--- src/rtl/pipeline_hazard_ctrl.sv ---
// Stall/flush sequencer for the 5-stage pipeline: load-use, taken branch, multi-cycle multiply, dmem wait.
// Latency: stage controls combinational (same cycle), status registered; backpressure: freezes upstream on wait/multiply.
module pipeline_hazard_ctrl #(
  parameter int MUL_LAT     = 4,
  parameter int MEM_TIMEOUT = 255
) (
  input  logic        clk,
  input  logic        rst,
  input  logic [4:0]  id_rs,
  input  logic [4:0]  id_rt,
  input  logic        id_uses_rs,
  input  logic        id_uses_rt,
  input  logic        ex_MemRead,
  input  logic        ex_RegWrite,
  input  logic [4:0]  ex_write_reg_dest,
  input  logic        ex_branch_taken,
  input  logic        ex_mul_start,
  input  logic        mem_req,
  input  logic        mem_ready,
  output logic        pc_en,
  output logic        if_id_en,
  output logic        if_id_flush,
  output logic        id_ex_en,
  output logic        id_ex_flush,
  output logic        ex_mem_en,
  output logic        mem_wb_en,
  output logic        mem_wb_flush,
  output logic        mul_busy,
  output logic        mem_timeout_err,
  output logic [15:0] stall_cycles
);

  typedef enum logic [1:0] {S_RUN, S_MUL_BUSY, S_MEM_WAIT} state_t;

  localparam logic       MUL_MULTI  = (MUL_LAT > 1);
  localparam logic [3:0] MUL_RELOAD = (MUL_LAT > 1) ? 4'(MUL_LAT - 2) : 4'd0;
  localparam logic [7:0] WAIT_LIMIT = 8'(MEM_TIMEOUT);

  state_t     state_q, state_d;
  logic [3:0] mul_cnt_q, mul_cnt_d;
  logic [7:0] wait_cnt_q, wait_cnt_d;
  logic       mul_done_q;
  logic       mem_wait, mul_start, mul_freeze, freeze, load_use, stall_evt;

  always_comb begin
    mem_wait   = mem_req & ~mem_ready;
    // mul_done_q blocks a restart while the serviced multiply still sits in EX
    mul_start  = (state_q == S_RUN) & ex_mul_start & ~mul_done_q & MUL_MULTI;
    mul_freeze = mul_start | (mul_cnt_q != 4'd0);
    freeze     = mem_wait | mul_freeze;
    load_use   = ex_MemRead & ex_RegWrite & (ex_write_reg_dest != 5'd0) &
                 ((id_uses_rs & (id_rs == ex_write_reg_dest)) |
                  (id_uses_rt & (id_rt == ex_write_reg_dest)));

    mul_cnt_d = 4'd0;
    if (mul_start)
      mul_cnt_d = MUL_RELOAD;
    else if (mul_cnt_q != 4'd0)
      mul_cnt_d = mul_cnt_q - 4'd1;

    state_d = S_RUN;
    if (mem_wait)
      state_d = S_MEM_WAIT;
    else if (mul_cnt_d != 4'd0)
      state_d = S_MUL_BUSY;

    wait_cnt_d = 8'd0;
    if (mem_wait)
      wait_cnt_d = (wait_cnt_q == 8'hFF) ? wait_cnt_q : wait_cnt_q + 8'd1;

    stall_evt = freeze | (load_use & ~ex_branch_taken);

    pc_en        = 1'b1;
    if_id_en     = 1'b1;
    if_id_flush  = 1'b0;
    id_ex_en     = 1'b1;
    id_ex_flush  = 1'b0;
    ex_mem_en    = 1'b1;
    mem_wb_en    = 1'b1;
    mem_wb_flush = 1'b0;
    if (rst) begin
      pc_en        = 1'b0;
      if_id_en     = 1'b0;
      if_id_flush  = 1'b1;
      id_ex_en     = 1'b0;
      id_ex_flush  = 1'b1;
      ex_mem_en    = 1'b0;
      mem_wb_en    = 1'b0;
      mem_wb_flush = 1'b1;
    end else if (freeze) begin
      // MEM/WB takes a bubble so the held MEM instruction retires only once
      pc_en        = 1'b0;
      if_id_en     = 1'b0;
      id_ex_en     = 1'b0;
      ex_mem_en    = 1'b0;
      mem_wb_flush = 1'b1;
    end else if (ex_branch_taken) begin
      if_id_flush  = 1'b1;
      id_ex_flush  = 1'b1;
    end else if (load_use) begin
      pc_en        = 1'b0;
      if_id_en     = 1'b0;
      id_ex_flush  = 1'b1;
    end
  end

  always_ff @(posedge clk) begin
    if (rst) begin
      state_q         <= S_RUN;
      mul_cnt_q       <= 4'd0;
      wait_cnt_q      <= 8'd0;
      mul_done_q      <= 1'b0;
      mul_busy        <= 1'b0;
      mem_timeout_err <= 1'b0;
      stall_cycles    <= 16'd0;
    end else begin
      state_q    <= state_d;
      mul_cnt_q  <= mul_cnt_d;
      wait_cnt_q <= wait_cnt_d;
      mul_busy   <= (mul_cnt_d != 4'd0);
      if (ex_mem_en)
        mul_done_q <= 1'b0;
      else if (mul_start)
        mul_done_q <= 1'b1;
      if (mem_wait && (wait_cnt_d >= WAIT_LIMIT))
        mem_timeout_err <= 1'b1;
      if (stall_evt && (stall_cycles != 16'hFFFF))
        stall_cycles <= stall_cycles + 16'd1;
    end
  end

endmodule

--- config.mk ---
export PLATFORM = sky130hd
export DESIGN_NAME = pipeline_hazard_ctrl
export DESIGN_NICKNAME = d
export VERILOG_FILES = /design/src/rtl/pipeline_hazard_ctrl.sv
export SDC_FILE = /design/constraint.sdc
export NUM_CORES = 1
export LEC_CHECK = 0
export BUFFER_PORTS_ARGS = -buffer_cell sky130_fd_sc_hd__buf_2
export CAP_MARGIN = 10
export CORE_ASPECT_RATIO = 1.5
export CORE_MARGIN = 1
export CORE_UTILIZATION = 45
export DETAILED_ROUTE_END_ITERATION = 10
export PLACE_DENSITY = 0.74
export SETUP_SLACK_MARGIN = 0.3
export SYNTH_ARGS = -nofsm -noshare
export SYNTH_HDL_FRONTEND = slang
export SYNTH_SLANG_ARGS = --single-unit
--- constraint.sdc ---
create_clock -name clk -period 1.9 [get_ports clk]
set_input_delay 0.285 -clock clk [delete_from_list [all_inputs] [get_ports clk]]
set_output_delay 0.285 -clock clk [all_outputs]
set_load 0.02 [all_outputs]
==> impl_metrics.json <==
{
  "whs_endpoint": "mul_cnt_q[1]",
  "violations": "negative setup slack",
  "cts_max_level": 2,
  "grt_use_total": 0.253,
  "finalCritPeriodShare": 1.08,
  "diodes": 0,
  "final_util": 0.753,
  "vias": 1917,
  "reg2reg_slack_ns": -0.14,
  "antenna_found_initial": 0,
  "drc": 0,
  "fin_area_sq_um": 2770,
  "cts_tree": "done",
  "async_flop_share": 0,
  "via_per_inst": 5.84,
  "row_count": 27,
  "hold_path_depth": 2,
  "ios": 51,
  "fin_nets": 311,
  "worstHoldPathType": "in2reg",
  "place_area_sq_um": 2260,
  "dpl.hpwl_um": 3120,
  "worstSkewPairLatency_ns": 0.29,
  "cts_num_sinks": 33,
  "globalRoute.totalOverflow": 0,
  "synth_edf_count": 0,
  "initial_core_util": 0.469,
  "cts_root_buf": "clkbuf_8",
  "grt_pass1_wl_um": 7960,
  "rsz0062_at_grt": "yes",
  "synth_nets": 230,
  "worstPathRequired_ns": 2.08,
  "grt_pass1_vias": 1834,
  "ys_types": 47,
  "ant_nets": 0,
  "cts-buffers-inserted": 5,
  "layout-drive-gt1-share": 0.495,
  "place.port_buffers": 50,
  "fin_worst_skew_ns": 0.00612,
  "fmax_ghz": 0.489,
  "crit_path_max_fanout": 7,
  "drtPass1Iterations": 4,
  "synth_seq_cells": 33,
  "routed_wl_um": 5030,
  "die_h_um": 77.9,
  "syn_area_sq_um": 1730,
  "pwr_density_cell_nw_per_um2": 662,
  "critPathLaunchType": "flop",
  "hold_start": "rst",
  "die_area_sq_um": 4090,
  "synth.avg_cell_area_sq_um": 8.51,
  "p_leak_nw": 1.14,
  "cts_buffer_depth": 2,
  "hold_viol": 0,
  "layout_common_cells": "buf_2, buf_4, dfxtp_1",
  "end_kind": "flop",
  "worstMarginPinSlew_ns": 0.507,
  "setup_viol": 22,
  "syn_to_final_growth_pct": 60.7,
  "synthFlopType": "dfxtp_1",
  "critPathKind": "reg2reg",
  "gp_congestion": 0.807,
  "fp.dieW_um": 52.6,
  "outcome": "finished, violations left",
  "fin_crit_ns": 2.04,
  "syn-instance-count": 203,
  "drv_cap": 0,
  "yosys_warnings": 0,
  "final_common_cell": "buf_2",
  "cts.clk_slew.worst_paths_ns": 0.07,
  "fin_tns_setup_ns": -1.51,
  "rr_worst_depth": 7,
  "r2r-start": "mul_done_q",
  "max_slew_margin": 0.661,
  "first_iter_violations": 48,
  "reg2reg_to": "stall_cycles[10]",
  "coreArea_sq_um": 3680,
  "wire_per_inst_um": 15.3,
  "grt_max_degree": 19,
  "power_mw": 1.84,
  "yosysSeqAreaShare": 0.383,
  "final-max-slew-violation-count": 0,
  "hold_buffers": 0,
  "setup_ws_ns": -0.143,
  "crit_arrival_ns": 2.23,
  "peakVddDrop_v": 0.000635
}
==> worst max-delay path: stages, from the launching register on <==
cell and delay (ns):
dfxtp_2 0.33, or4b_4 0.56, nand3_4 0.09, nor3_4 0.07
o31a_4 0.18, buf_12 0.16, nor4_4 0.23, mux2_4 0.32
==> how the worst max path moves through the flow <==
stage                    startpoint          endpoint  slack, ns  cells after the start
6_report                 mul_done_q  stall_cycles[10]      -0.14                      7
2_1_floorplan  ex_write_reg_dest[3]   stall_cycles[6]      -0.11                      7
5_1_grt                  mul_done_q  stall_cycles[10]      -0.20                      7
3_3_place_gp   ex_write_reg_dest[4]  stall_cycles[10]      -0.31                      8
3_5_place_dp   ex_write_reg_dest[4]  stall_cycles[14]      -0.38                      8
4_1_cts                  state_q[1]   stall_cycles[5]      -0.15                      7
==> cells by family (layout without fill, tap and decap cells) <==
| logic type | Yosys count | count (layout) | share of synthesized area |
|---|---|---|---|
| and+or+nand+nor | 88 | 88 | 0.287 |
| adders and majority gates | 2 | 2 | 0.0145 |
| buffers and inverters | 12 | 94 | 0.0370 |
| muxes | 4 | 4 | 0.0254 |
| DFF | 33 | 33 | 0.383 |
| xor gates and xnor gates | 12 | 12 | 0.0609 |
| AOI/OAI and AO/OA | 52 | 52 | 0.193 |
==> power by group <==
part | internal (mW) | leakage (nW) | switching (mW) | total, mW
clock network | 0.426 | 0.0574 | 0.275 | 0.701
logic | 0.207 | 0.815 | 0.199 | 0.406
registers | 0.711 | 0.272 | 0.0181 | 0.729
==> area by class of cell <==
class	count	area, sq um
fillers	259	908
well taps	43	53.8
clock inverters	2	37.5
inverters	4	17.5
repair buffers	82	611
flip-flops and latches	33	676
clock buffers	6	82.6
multi-input cells	158	1300
==> cells in the mapped netlist (all sizes together) (5+ instances only) <==
master | instances | share of area
buf | 6 | 0.024
nand2 | 17 | 0.037
o21ai | 13 | 0.038
o31ai | 8 | 0.035
a31oi | 5 | 0.018
a21oi | 13 | 0.038
nor2 | 13 | 0.028
nor3 | 5 | 0.017
nand3 | 8 | 0.023
or4 | 8 | 0.035
nor4 | 6 | 0.022
and3 | 6 | 0.022
xor2 | 8 | 0.041
dfxtp | 33 | 0.38
==> timing repair <==
| action | in CTS | in global routing |
|---|---|---|
| gates cloned | 2 | 0 |
| pin swaps | 25 | 11 |
| setup buffers | 9 | 2 |
| endpoints found under the setup margin | 24 | 24 |
| resized for setup | 39 | 23 |
==> metal layers <==
layer  vias up  GRT usage  wire, um  share of wire
met5         -          0         0              0
met4         0     0.0711        72          0.014
met3        10     0.0510       200          0.040
met2        62      0.473      2800           0.56
met1       908      0.271      1960           0.39
li1        937          -         -              -
==> through the flow <==
stage / std cells / hold slack, ns / worst slack [ns]
6_report: 328 / 0.279 / -0.143
5_1_grt: 328 / 0.293 / -0.203
4_1_cts: 326 / 0.276 / -0.147
3_5_place_dp: 307 / 0.459 / -0.378
3_3_place_gp: 307 / 0.465 / -0.308
2_1_floorplan: 203 / 0.452 / -0.110
==> sequential cells by signal, indices dropped and copies added, names as in the netlist <==
name,count
mem_timeout_err,1
mul_busy,1
mul_cnt_q,4
mul_done_q,1
stall_cycles,16
state_q,2
wait_cnt_q,8
(Power assumes the default switching activity.)
